===== src/rtl/immu_responder.sv =====
// Fixed-latency I$ translation responder: paddr = vaddr + BASE_OFFSET, LATENCY cycles after accept.
// One request in flight; req_ready is low until the response cycle has passed, and kill/rst cancel it.
module immu_responder #(
   parameter int unsigned LATENCY     = 2,
   parameter logic [63:0] BASE_OFFSET = 64'h0000_0000_8000_0000,
   parameter logic [63:0] VADDR_LIMIT = 64'h0000_0001_0000_0000
) (
   input  logic        clk,
   input  logic        rst,
   input  logic        fetch_req,
   input  logic [63:0] fetch_vaddr,
   input  logic        cacheable,
   input  logic        kill,
   output logic        req_ready,
   output logic        fetch_valid,
   output logic [63:0] fetch_paddr,
   output logic        rsp_cacheable,
   output logic        ex_valid,
   output logic [3:0]  ex_cause
);

   typedef enum logic [1:0] {
      IDLE = 2'd0,
      WAIT = 2'd1,
      RESP = 2'd2
   } state_t;

   localparam logic [3:0] CNT_INIT = 4'(LATENCY - 1);

   state_t      state_q, state_d;
   logic [3:0]  cnt_q, cnt_d;
   logic [63:0] vaddr_q;
   logic        cach_q;
   logic        accept;
   logic        misaligned;
   logic        access_fault;

   assign accept = (state_q == IDLE) && fetch_req && !kill;

   always_ff @(posedge clk) begin
      if (rst) begin
         state_q <= IDLE;
         cnt_q   <= 4'd0;
         vaddr_q <= 64'd0;
         cach_q  <= 1'b0;
      end else begin
         state_q <= state_d;
         cnt_q   <= cnt_d;
         if (accept) begin
            vaddr_q <= fetch_vaddr;
            cach_q  <= cacheable;
         end
      end
   end

   always_comb begin
      state_d = state_q;
      cnt_d   = cnt_q;
      case (state_q)
         IDLE: begin
            if (accept) begin
               if (LATENCY == 1) begin
                  state_d = RESP;
               end else begin
                  state_d = WAIT;
                  cnt_d   = CNT_INIT;
               end
            end
         end
         WAIT: begin
            if (kill) begin
               state_d = IDLE;
               cnt_d   = 4'd0;
            end else begin
               cnt_d = cnt_q - 4'd1;
               if (cnt_q <= 4'd1) begin
                  state_d = RESP;
               end
            end
         end
         RESP: begin
            state_d = IDLE;
         end
         default: begin
            state_d = IDLE;
            cnt_d   = 4'd0;
         end
      endcase
   end

   // Misalignment outranks the range check, so a misaligned high address reports cause 0.
   assign misaligned   = (vaddr_q[1:0] != 2'b00);
   assign access_fault = !misaligned && (vaddr_q >= VADDR_LIMIT);

   always_comb begin
      req_ready     = 1'b0;
      fetch_valid   = 1'b0;
      fetch_paddr   = 64'd0;
      rsp_cacheable = 1'b0;
      ex_valid      = 1'b0;
      ex_cause      = 4'd0;
      if (!rst) begin
         req_ready = (state_q == IDLE);
         if ((state_q == RESP) && !kill) begin
            fetch_valid = 1'b1;
            if (misaligned || access_fault) begin
               ex_valid = 1'b1;
               ex_cause = misaligned ? 4'd0 : 4'd1;
            end else begin
               fetch_paddr   = vaddr_q + BASE_OFFSET;
               rsp_cacheable = cach_q;
            end
         end
      end
   end

endmodule

===== config.mk =====
export PLATFORM = sky130hd
export DESIGN_NAME = immu_responder
export DESIGN_NICKNAME = d
export VERILOG_FILES = /design/src/rtl/immu_responder.sv
export SDC_FILE = /design/constraint.sdc
export NUM_CORES = 1
export LEC_CHECK = 0
export CAP_MARGIN = 20
export CORE_UTILIZATION = 45
export CTS_BUF_LIST = sky130_fd_sc_hd__clkbuf_4 sky130_fd_sc_hd__clkbuf_8
export DETAILED_ROUTE_END_ITERATION = 10
export MAX_ROUTING_LAYER = met4
export PLACE_DENSITY = 0.83
export SYNTH_ARGS = -nofsm -noshare
export SYNTH_HDL_FRONTEND = slang
export SYNTH_SLANG_ARGS = --single-unit

===== constraint.sdc =====
create_clock -name clk -period 1.7 [get_ports clk]
set_input_delay 0.34 -clock clk [delete_from_list [all_inputs] [get_ports clk]]
set_output_delay 0.34 -clock clk [all_outputs]
set_load 0.005 [all_outputs]

* Word level (Yosys, flattened, before mapping)
Index checks and enable logic that the tools add are counted.
** Storage, ports and cells
- Register bits :: 71
- Output and inout port bits :: 72
** Cells by class
- Mux-type cells :: 23
- Reductions and logical operators :: 11
- Magnitude comparators :: 2
- Bitwise operators :: 1
- Eq/ne operators :: 4
- Add/subtract/negate cells :: 2
** Operators with widths (number)
- 64-bit 2-to-1 mux :: 3
- 64-bit by 32-bit adder with 64-bit output, second input constant :: 1
- 64-bit by 33-bit greater-or-equal comparator with 1-bit output, second input constant :: 1
- 1-bit 2-to-1 mux :: 13
- 4-bit one-hot mux with 3 select lines :: 1
- 4-bit 2-to-1 mux :: 2
- 2-bit 2-to-1 mux :: 3
- 4-bit by 1-bit less-or-equal comparator with 1-bit output, second input constant :: 1
- 1-bit logical AND :: 4
- 2-bit one-hot mux with 2 select lines :: 1
- 2-bit AND reduction :: 2
- 4-bit by 1-bit subtractor with 4-bit output, second input constant :: 1
- 3-bit inequality test, second input constant :: 1
- 2-bit by 1-bit equality test with 1-bit output, second input constant :: 1
- 2-bit equality test, second input constant :: 1
- 1-bit zero test :: 2
- 2-bit zero test :: 1
- 2-bit inequality test, second input constant :: 1
- 2-bit nonzero test :: 1
- 1-bit logical OR :: 1
- 1-bit NOT :: 1

* Depth between registers and ports, before layout
- Word-level depth :: 7
- Depth in mapped cells :: 6
- Mapped depth without buffers :: 5

* Least setup slack after synthesis
Ideal clock, no wire load.
- Kind :: input port to output port
- From :: in rst
- To :: out fetch_paddr[10]
- Path buffers :: 2
- Stages :: 5
- Data arrival time :: 1.398 ns
- Setup slack :: -0.038 ns
- Required time :: 1.360 ns
- Cell sequence :: buf_2 > nor4b_4 > nand2_2 > buf_6 > nor4_1
** Between the ends
- Word-level cells in the longest chain between the ends :: 1
** Ends and longest elaborated chain
- from (decl) :: line 9 : input logic rst,
- 64-bit 2-to-1 mux :: line 102 : if (!rst) begin
- to (decl) :: line 16 : output logic [63:0] fetch_paddr,
Every way passes these cells.

* Final worst setup path
- From :: reg vaddr_q[37]
- To :: out fetch_paddr[9]
** Between the ends
- Word-level cells in the longest chain between the ends :: 6
** Ends and longest elaborated chain
- from (decl) :: line 32 : logic [63:0] vaddr_q;
- from (signal assigned) :: line 50 : vaddr_q <= fetch_vaddr;
- 64-bit by 33-bit greater-or-equal comparator with 1-bit output :: line 93 : assign access_fault = !misaligned && (vaddr_q >= VADDR_LIMIT);
- 1-bit logical AND :: line 93
- 1-bit logical OR :: line 106 : if (misaligned || access_fault) begin
- 64-bit 2-to-1 mux :: line 106
- 64-bit 2-to-1 mux :: line 104 : if ((state_q == RESP) && !kill) begin
- 64-bit 2-to-1 mux :: line 102
Every way passes these cells.

==> out/qor.json <==
{
  "setup_path": {
    "timing.setup.critical_path_class": "flip-flop to primary output",
    "critPathLaunchType": "flip-flop",
    "critical_path_cell_count": 6,
    "cp_data_arrival_time_ns": 1.93,
    "critical_path.slowest_cell": "dfxtp_1",
    "path_delay_family": "simple AND/OR/NAND/NOR gates",
    "critical_path_peak_fanout": 7,
    "crit_path_cell_trace": "nor4_1, nand4_1, buf_6, bufbuf_16, nor4_4, buf_2",
    "cp_slowest_stage_delay_ns": 0.32,
    "path_buf_inv": 3,
    "worstRegToRegCells": 6,
    "worstPathRequired_ns": 1.36,
    "crit_path_end_kind": "primary output"
  },
  "grt": {
    "antenna_found_initial": 0,
    "grt_max_degree": 73,
    "grt.overflow.total": 0,
    "grt_first_pass_wirelength_um": 15000,
    "globalRouteTotalUtil_pct": 25.6,
    "grt_pass1_vias": 3277
  },
  "placement": {
    "port-buffer-count": 105,
    "dp.final_hpwl_um": 6170,
    "placement.cell_area_um2": 4640,
    "place.gp.congestion": 0.802
  },
  "final_layout": {
    "layout-drive-gt1-share_pct": 26.1,
    "layout_overhead_on_the_synthesized_area_pct": 56.0,
    "diodes_inserted": 0,
    "final.fill_count": 496,
    "area_of_the_multi_input_gates_um2": 2010,
    "stdcell_area_um2": 5360,
    "nNetsFinal": 645,
    "sequential_cell_area_um2": 1430
  },
  "logic_synthesis": {
    "yosysMostFrequentCell": "nand2_1",
    "synth.area.top_cells": "dfxtp_1, nand2_1, a21oi_1",
    "yosysUniqueCellTypes": 33,
    "number_of_synthesized_flops_with_an_enable_pin": 0,
    "commonest_register_cell_after_synthesis": "dfxtp_1",
    "postSynthCellCount": 446,
    "post-synth-top-area-fraction_pct": 41.4,
    "top_cells_by_count_synth": "nand2_1, dfxtp_1, a21oi_1, buf_4, inv_1",
    "yosysTopAreaCell": "dfxtp_1",
    "postSynthAreaPerCell_um2": 7.70,
    "synth.yosys.seq_area_share_pct": 41.4,
    "synth_seq_cells": 71,
    "synth-async-reset-ratio_pct": 0,
    "netlist_area_um2": 3440,
    "ys.warnings.count": 0
  },
  "sta": {
    "fin_ws_ns": -0.571,
    "fmax_ghz": 0.440,
    "final-max-slew-violation-count": 0,
    "fin_crit_sh_pct": 134,
    "timing.final.crit_period_ns": 2.27,
    "finalClockSkew_ns": 0.0125,
    "grt_setup_unrepaired": "true",
    "setup_violations": 36,
    "finalHoldViolations": 0
  },
  "floorplanning": {
    "row_count": 31,
    "coreArea_um2": 7330,
    "die_area_um2": 7990,
    "floorplan.initialDensity_pct": 46.9,
    "die-height_um": 89.4,
    "ios": 141,
    "chipWidth_um": 89.4
  },
  "detailed_routing": {
    "routed_via_density": 5.08,
    "routedWlPerCell_um": 15.1,
    "count_of_unresolved_drc_violations_after_routing": 0,
    "ant_nets": 0,
    "routed_wl_um": 10200,
    "vias": 3440,
    "drt_iter0_markers": 172,
    "drt_pre_antenna_iters": 4
  },
  "clock_tree": {
    "htreeDepth": 3,
    "clk_pin_slew_ns": 0.08,
    "ctsLongestPathBuffers": 2,
    "cts_buffers": 9,
    "clock_sink_count": 71,
    "cts_hold_buffers": 0,
    "cts_root_buffer": "clkbuf_8",
    "clock_latency_on_the_worst_skew_pair_ns": 0.35,
    "tritoncts": "built"
  },
  "flow_run": {
    "max-cap-violations": 0
  },
  "power": {
    "total_power_w": 0.00429,
    "leakagePower_nw": 2.21,
    "max_rail_drop_vdd_mv": 0.582,
    "power.density_nw_per_um2": 801
  },
  "run_status": {
    "result_of_the_run": "finished with violations",
    "failed_checks": "negative setup slack"
  },
  "min_path": {
    "hold_path_depth": 2,
    "worstHoldPathType": "flip-flop to flip-flop"
  }
}
## timing repair
item | CTS | global route
gates cloned | 4 | 3
gates resized for setup | 184 | 35
pin swaps | 17 | 11
buffers inserted | 8 | 2
endpoints found under the setup margin | 102 | 37
## worst min-delay path, cell delays in order (launching register included)
cell	delay, ns
dfxtp_1	0.32
nand2_1	0.05
a21oi_1	0.05
## cell usage in the layout, fill, tap and decap left out, types with 5 or more instances in the layout
cell type          n
dfxtp_2            8
nor4_4            32
nor2_1             5
buf_12             8
dfxtp_1           63
nor4_2             7
inv_1             34
a21oi_1           68
buf_6              8
nand2_1          131
conb_1            35
buf_4             20
buf_2             35
clkdlybuf4s50_1   66
clkbuf_8          12
## registers in the layout (all words and copies together) (netlist names)
signal / flops
vaddr_q: 64
cnt_q: 4
state_q: 2
cach_q: 1
## final cells by class
cell class	instances	share of cell area, %
multi-input combinational	308	37.6
timing repair buffer	149	27.1
sequential	71	26.7
clock buffer	11	2.82
inverter	34	2.38
tap	99	2.31
clock inverter	5	1.05
## power by group
group          leakage, nW  internal [W]  switching, W
registers            0.583       0.00174     0.0000552
clock network        0.105      0.000755      0.000640
logic                 1.52      0.000522      0.000578
total                 2.21       0.00302       0.00127
## kinds of logic after synthesis
| group | count (synthesis) | share of synthesized area (%) |
|---|---|---|
| AO/OA/AOI/OAI | 76 | 11.8 |
| XOR/XNOR | 2 | 0.510 |
| adder cells (fa/ha/maj) | 3 | 1.09 |
| buffers and inverters | 101 | 17.6 |
| flip-flops | 71 | 41.4 |
| other | 1 | 0.109 |
| AND/OR/NAND/NOR | 192 | 27.5 |
## path summary, 6_finish.rpt
kind,from,end,slack (ns)
setup reg to reg,state_q[0],vaddr_q[18],0.10
setup / recovery,vaddr_q[37],fetch_paddr[9],-0.57
hold reg to reg,vaddr_q[39],vaddr_q[39],0.46
hold / removal,vaddr_q[39],vaddr_q[39],0.46
## per-stage QoR
| step | setup slack [ns] | hold slack (ns) | cells | utilization [%] | TNS (ns) |
|---|---|---|---|---|---|
| 6_report | -0.571 | 0.459 | 677 | 73.1 | -17.15 |
| 5_1_grt | -0.647 | 0.472 | 677 | 73.1 | -19.97 |
| 4_1_cts | -0.568 | 0.461 | 673 | 70.0 | -16.49 |
| 3_5_place_dp | -1.00 | 0.448 | 645 | 63.3 | -65.29 |
| 3_3_place_gp | -0.871 | 0.442 | 645 | 63.3 | -62.06 |
| 2_1_floorplan | -0.0206 | 0.436 | 480 | - | -0.431 |
## metal layers
layer | GRT usage [%] | wire [um]
met1 | 28.6 | 4010
met2 | 44.0 | 5450
met3 | 5.36 | 511
met4 | 11.5 | 246
met5 | - | 0
Note: power is estimated with default switching activity, not from simulation.
==> RTL change 1 (same flow settings) <==
Reset style: asynchronous (`rst`), changed in one clocked block.
--- a/src/rtl/immu_responder.sv
+++ b/src/rtl/immu_responder.sv
@@ -38,5 +38,5 @@
    assign accept = (state_q == IDLE) && fetch_req && !kill;
 
-   always_ff @(posedge clk) begin
+   always_ff @(posedge clk or posedge rst) begin
       if (rst) begin
          state_q <= IDLE;
Formal check against the unedited RTL: no difference found for any inputs over 10 cycles, from zero or initial values and one cycle with rst high; that may be too few to reach the edited logic, so the function may still have changed.
==> RTL change 1 against the unedited design <==
  * The flow still finishes with violations (negative setup slack)
  * Register-to-register slack worse by 250 ps
  * Final area is 10% higher
  * Count of clock-buffer cells in the layout is 2 lower
  * Utilization is 7.0 points higher
  * Setup slack worse by 160 ps
  * Sequential cell count stayed put
  * Synthesized area is 1.1% higher
  * Routed wire length is 7.3% higher
  * Hold slack worse by 58 ps
  * Critical path depth is 1 higher
  * Maximum frequency is 6.7% lower
  * Critical path type unchanged
Power is not compared: it rests on default switching activity, and its combinational part moved more than twofold at a synthesized area within 25%.
==> RTL change 1: results (changes against the unedited design) <==
STA
  • Hold WS: 401 ps (-58.0 ps)
  • Final worst slack: -734 ps (-164 ps)
  • # setup viols final: 100 (+180%)
  • Layout Skew: 5.70 ps (-6.79 ps)

Critical path
  • Max stage delay on crit path: 410 ps (+90 ps)
  • FF-to-FF Start: state_q[0]$_DFFE_PP0P_
  • R2r setup slk: -150 ps (-250 ps)
  • CP endpoint: fetch_paddr[15]
  • Critical R2R Capture: cnt_q[3]$_DFFE_PP0P_
  • CP Launch Point: vaddr_q[59]$_DFFE_PP0P_
  • Worst R2R Path Depth: 7 (+1)
  • Crit path arrival time: 2090 ps (+160 ps)
  • Worst Path Max Fanout: 6 (-1)

Global route
  • M1 GR Usage: 27.9% (-0.65 points)
  • Global-route wire length before repair: 14200 um (-5.1%)
  • Met2 usage: 38.2% (-5.8 points)
  • Vias in the first global route: 2984 (-8.9%)
  • GRT Util Overall: 22.9% (-2.8 points)

Placed design
  • DP Wirelength: 5660 um (-8.3%)
  • Area after DPL: 0.00470 mm^2 (+1.3%)
  • Setup WS pre-CTS: -1130 ps (-130 ps)

Run status
  • Violated checks: negative setup slack
  • Status: complete, but fails checks

Routing
  • Drt first-iter violations: 140 (-19%)

Synthesis
  • Ys async rst share: 100% (+100 points)
  • Sequential area share after synthesis: 51.2% (+9.8 points)
  • Commonest cells in the netlist: dfrtp_1 (71), nor4_1 (42), mux2_2 (36)

Clock network
  • Postcts setup bufs: 17 (+9)
[RTL change 1: cell types whose count changed in the layout (fill, tap and decap cells not counted), sizes merged, moves of 2 or more]
cell | unedited run | this run
dfxtp | 71 | 0
dfrtp | 0 | 71
nand3 | 3 | 0
buf | 76 | 89
a21oi | 68 | 0
bufinv | 1 | 3
clkbuf | 15 | 21
mux2 | 0 | 36
nand2 | 132 | 31
o22ai | 0 | 2
o21ai | 2 | 30
nor3 | 1 | 3
[RTL change 1: per-stage QoR]
step	std cells	setup TNS, ps
4_1_cts	570	-19470
3_3_place_gp	538	-53340
5_1_grt	590	-32670
3_5_place_dp	538	-57370
6_report	590	-27090
2_1_floorplan	362	-1070
[RTL change 1: critical path: cells and delay by family (launching register included)]
kind	cells	cell delay [ps]
AND/OR/NAND/NOR	3	670
buffers and inverters	4	660
flip-flops	1	410
[RTL change 1: final cells by class]
| class | instances | area, um^2 |
|---|---|---|
| inverters | 35 | 135 |
| clock inverters | 7 | 121 |
| clock buffers | 9 | 124 |
| fillers | 409 | 1470 |
| well taps | 99 | 124 |
| multi-input cells | 200 | 1840 |
| repair buffers | 169 | 1780 |
| flip-flops and latches | 71 | 1780 |
[RTL change 1: metal layers]
| metal | share of wire (%) | up-vias |
|---|---|---|
| li1 | - | 1375 |
| met1 | 40 | 1490 |
| met2 | 50 | 157 |
| met3 | 4.5 | 52 |
| met4 | 5.3 | 0 |
| met5 | 0 | - |
[RTL change 1: cells by family after synthesis]
logic type,count (synthesis),share of synthesized area (%)
flops,71,51.2
buf+inv,91,15.3
xor+xnor,1,0.252
mux,36,11.7
compound gates,38,6.27
other cells,1,0.108
fa+ha+maj,3,1.08
simple gates,87,14.2
==> RTL change 2 (same settings) <==
Without the edit above. Re-encode `state_t` (3 states) as one-hot, 3 bits wide.
--- a/src/rtl/immu_responder.sv
+++ b/src/rtl/immu_responder.sv
@@ -20,8 +20,8 @@
 );
 
-   typedef enum logic [1:0] {
-      IDLE = 2'd0,
-      WAIT = 2'd1,
-      RESP = 2'd2
+   typedef enum logic [2:0] {
+      IDLE = 3'b001,
+      WAIT = 3'b010,
+      RESP = 3'b100
    } state_t;
 
Behaviour: no difference found for any inputs over 10 cycles, from zero or initial values and one cycle with rst high; not proved beyond that.
==> RTL change 2 against the unedited design <==
  * Critical endpoint is now fetch_paddr[10]
  * First-iteration DRC count down 25%
  * The flow still finishes with violations (negative setup slack)
  * Setup slack got worse by 350 ps
  * Final area shrank 9.4%
  * Synthesized area fell by 6.7%
  * Global-route usage down 3.2 points
  * Sequential cell count grew 1
  * Largest cell class unchanged
  * Routed wire length is 21% lower
  * Critical path depth rose by 5
  * Register-to-register slack better by 20 ps
  * Hold slack worse by 2.7 ps
Power is not compared: it rests on default switching activity, and its combinational part moved more than twofold at a synthesized area within 25%.
==> RTL change 2: results (changes against the unedited design) <==
Run status
  • Status: complete, but fails checks
  • Violated checks: negative setup slack

Critical path
  • R2r setup slk: 120 ps (+20 ps)
  • Top delay family on crit path: buffers and inverters
  • Worst Path Max Fanout: 8 (+1)

Clock network
  • Clock latency on the worst-skew pair: 330 ps (-20 ps)
  • Postcts setup bufs: 7 (-1)

Finish
  • Nonclk buf count: 136 (-8.7%)
  • Sequential share of cell area: 29.8% (+3.0 points)
  • Fill cells: 549 (+11%)
  • Area occupied by multi-input gates: 0.00165 mm^2 (-18%)
  • Share of layout cells above drive strength 1: 23.6% (-2.5 points)
  • Number of multi-input logic gates: 315 (+2.3%)
  • Inverter count: 4 (-88%)
  • Clk tree area frac: 4.02% (+0.14 points)
  • Clock buf count: 12 (+1)
  • Largest regs: vaddr_q x64, cnt_q x4, state_q x3

Synthesis
  • Unique cell type count in the Yosys netlist: 31 (-6.1%)
  • Adder and majority gate portion of the synthesized area: 1.17% (+0.078 points)
  • Post-synthesis compound-gate area fraction: 12.9% (+1.1 points)
  • Synth top area cells: dfxtp_1 (45%), nand2_1 (15%), a21oi_1 (11%)
  • Commonest cells in the netlist: nand2_1 (131), dfxtp_1 (72), a21oi_1 (70)
  • Syn Inst Count: 418 (-6.3%)
  • Flops & latches, synth: 72 (+1.4%)
  • Synth Cell Area: 0.00321 mm^2 (-6.7%)

Global route
  • GRT Util Overall: 22.5% (-3.2 points)
  • Global-route wire length before repair: 12600 um (-16%)
  • Vias in the first global route: 2780 (-15%)

Routing
  • Via density: 4.73 (-7.0%)
  • Drt first-iter violations: 129 (-25%)

STA
  • Hold WS: 456 ps (-2.70 ps)
  • # setup viols final: 36 (unchanged)
  • Final setup TNS: -29470 ps (-12320 ps)
  • Layout Skew: 6.02 ps (-6.47 ps)
  • Final worst slack: -920 ps (-350 ps)

Placed design
  • Area after DPL: 0.00435 mm^2 (-6.2%)
  • Setup WS pre-CTS: -1090 ps (-87.4 ps)
  • Gpl congestion: 0.804 (+0.21%)
## RTL change 2: layer usage
metal	wire length [um]	vias up	GRT usage [%]
li1	-	1529	-
met1	3350	1375	25.4
met2	4250	101	39.1
met3	372	11	4.10
met4	131	0	9.39
met5	0	-	-
## RTL change 2: final timing paths
check                           cells past startpoint                      from                       end
worst min-delay path                                2  vaddr_q[44]$_SDFFE_PP0P_  vaddr_q[44]$_SDFFE_PP0P_
worst max register to register                      4   state_q[2]$_SDFFE_PP0P_     cnt_q[2]$_SDFFE_PP0P_
worst max-delay path                               11  vaddr_q[36]$_SDFFE_PP0P_           fetch_paddr[10]
worst min register to register                      2  vaddr_q[44]$_SDFFE_PP0P_  vaddr_q[44]$_SDFFE_PP0P_
## RTL change 2: tightest hold or removal path: stages (launching register included)
cell	delay, ps
dfxtp_1	310
nand2_1	50
a21oi_1	50
## RTL change 2: where the power goes
group / switching [mW] / internal [mW]
Combinational: 0.228 / 0.275
Sequential: 0.0494 / 1.76
Clock: 0.587 / 0.741
Total: 0.865 / 2.78
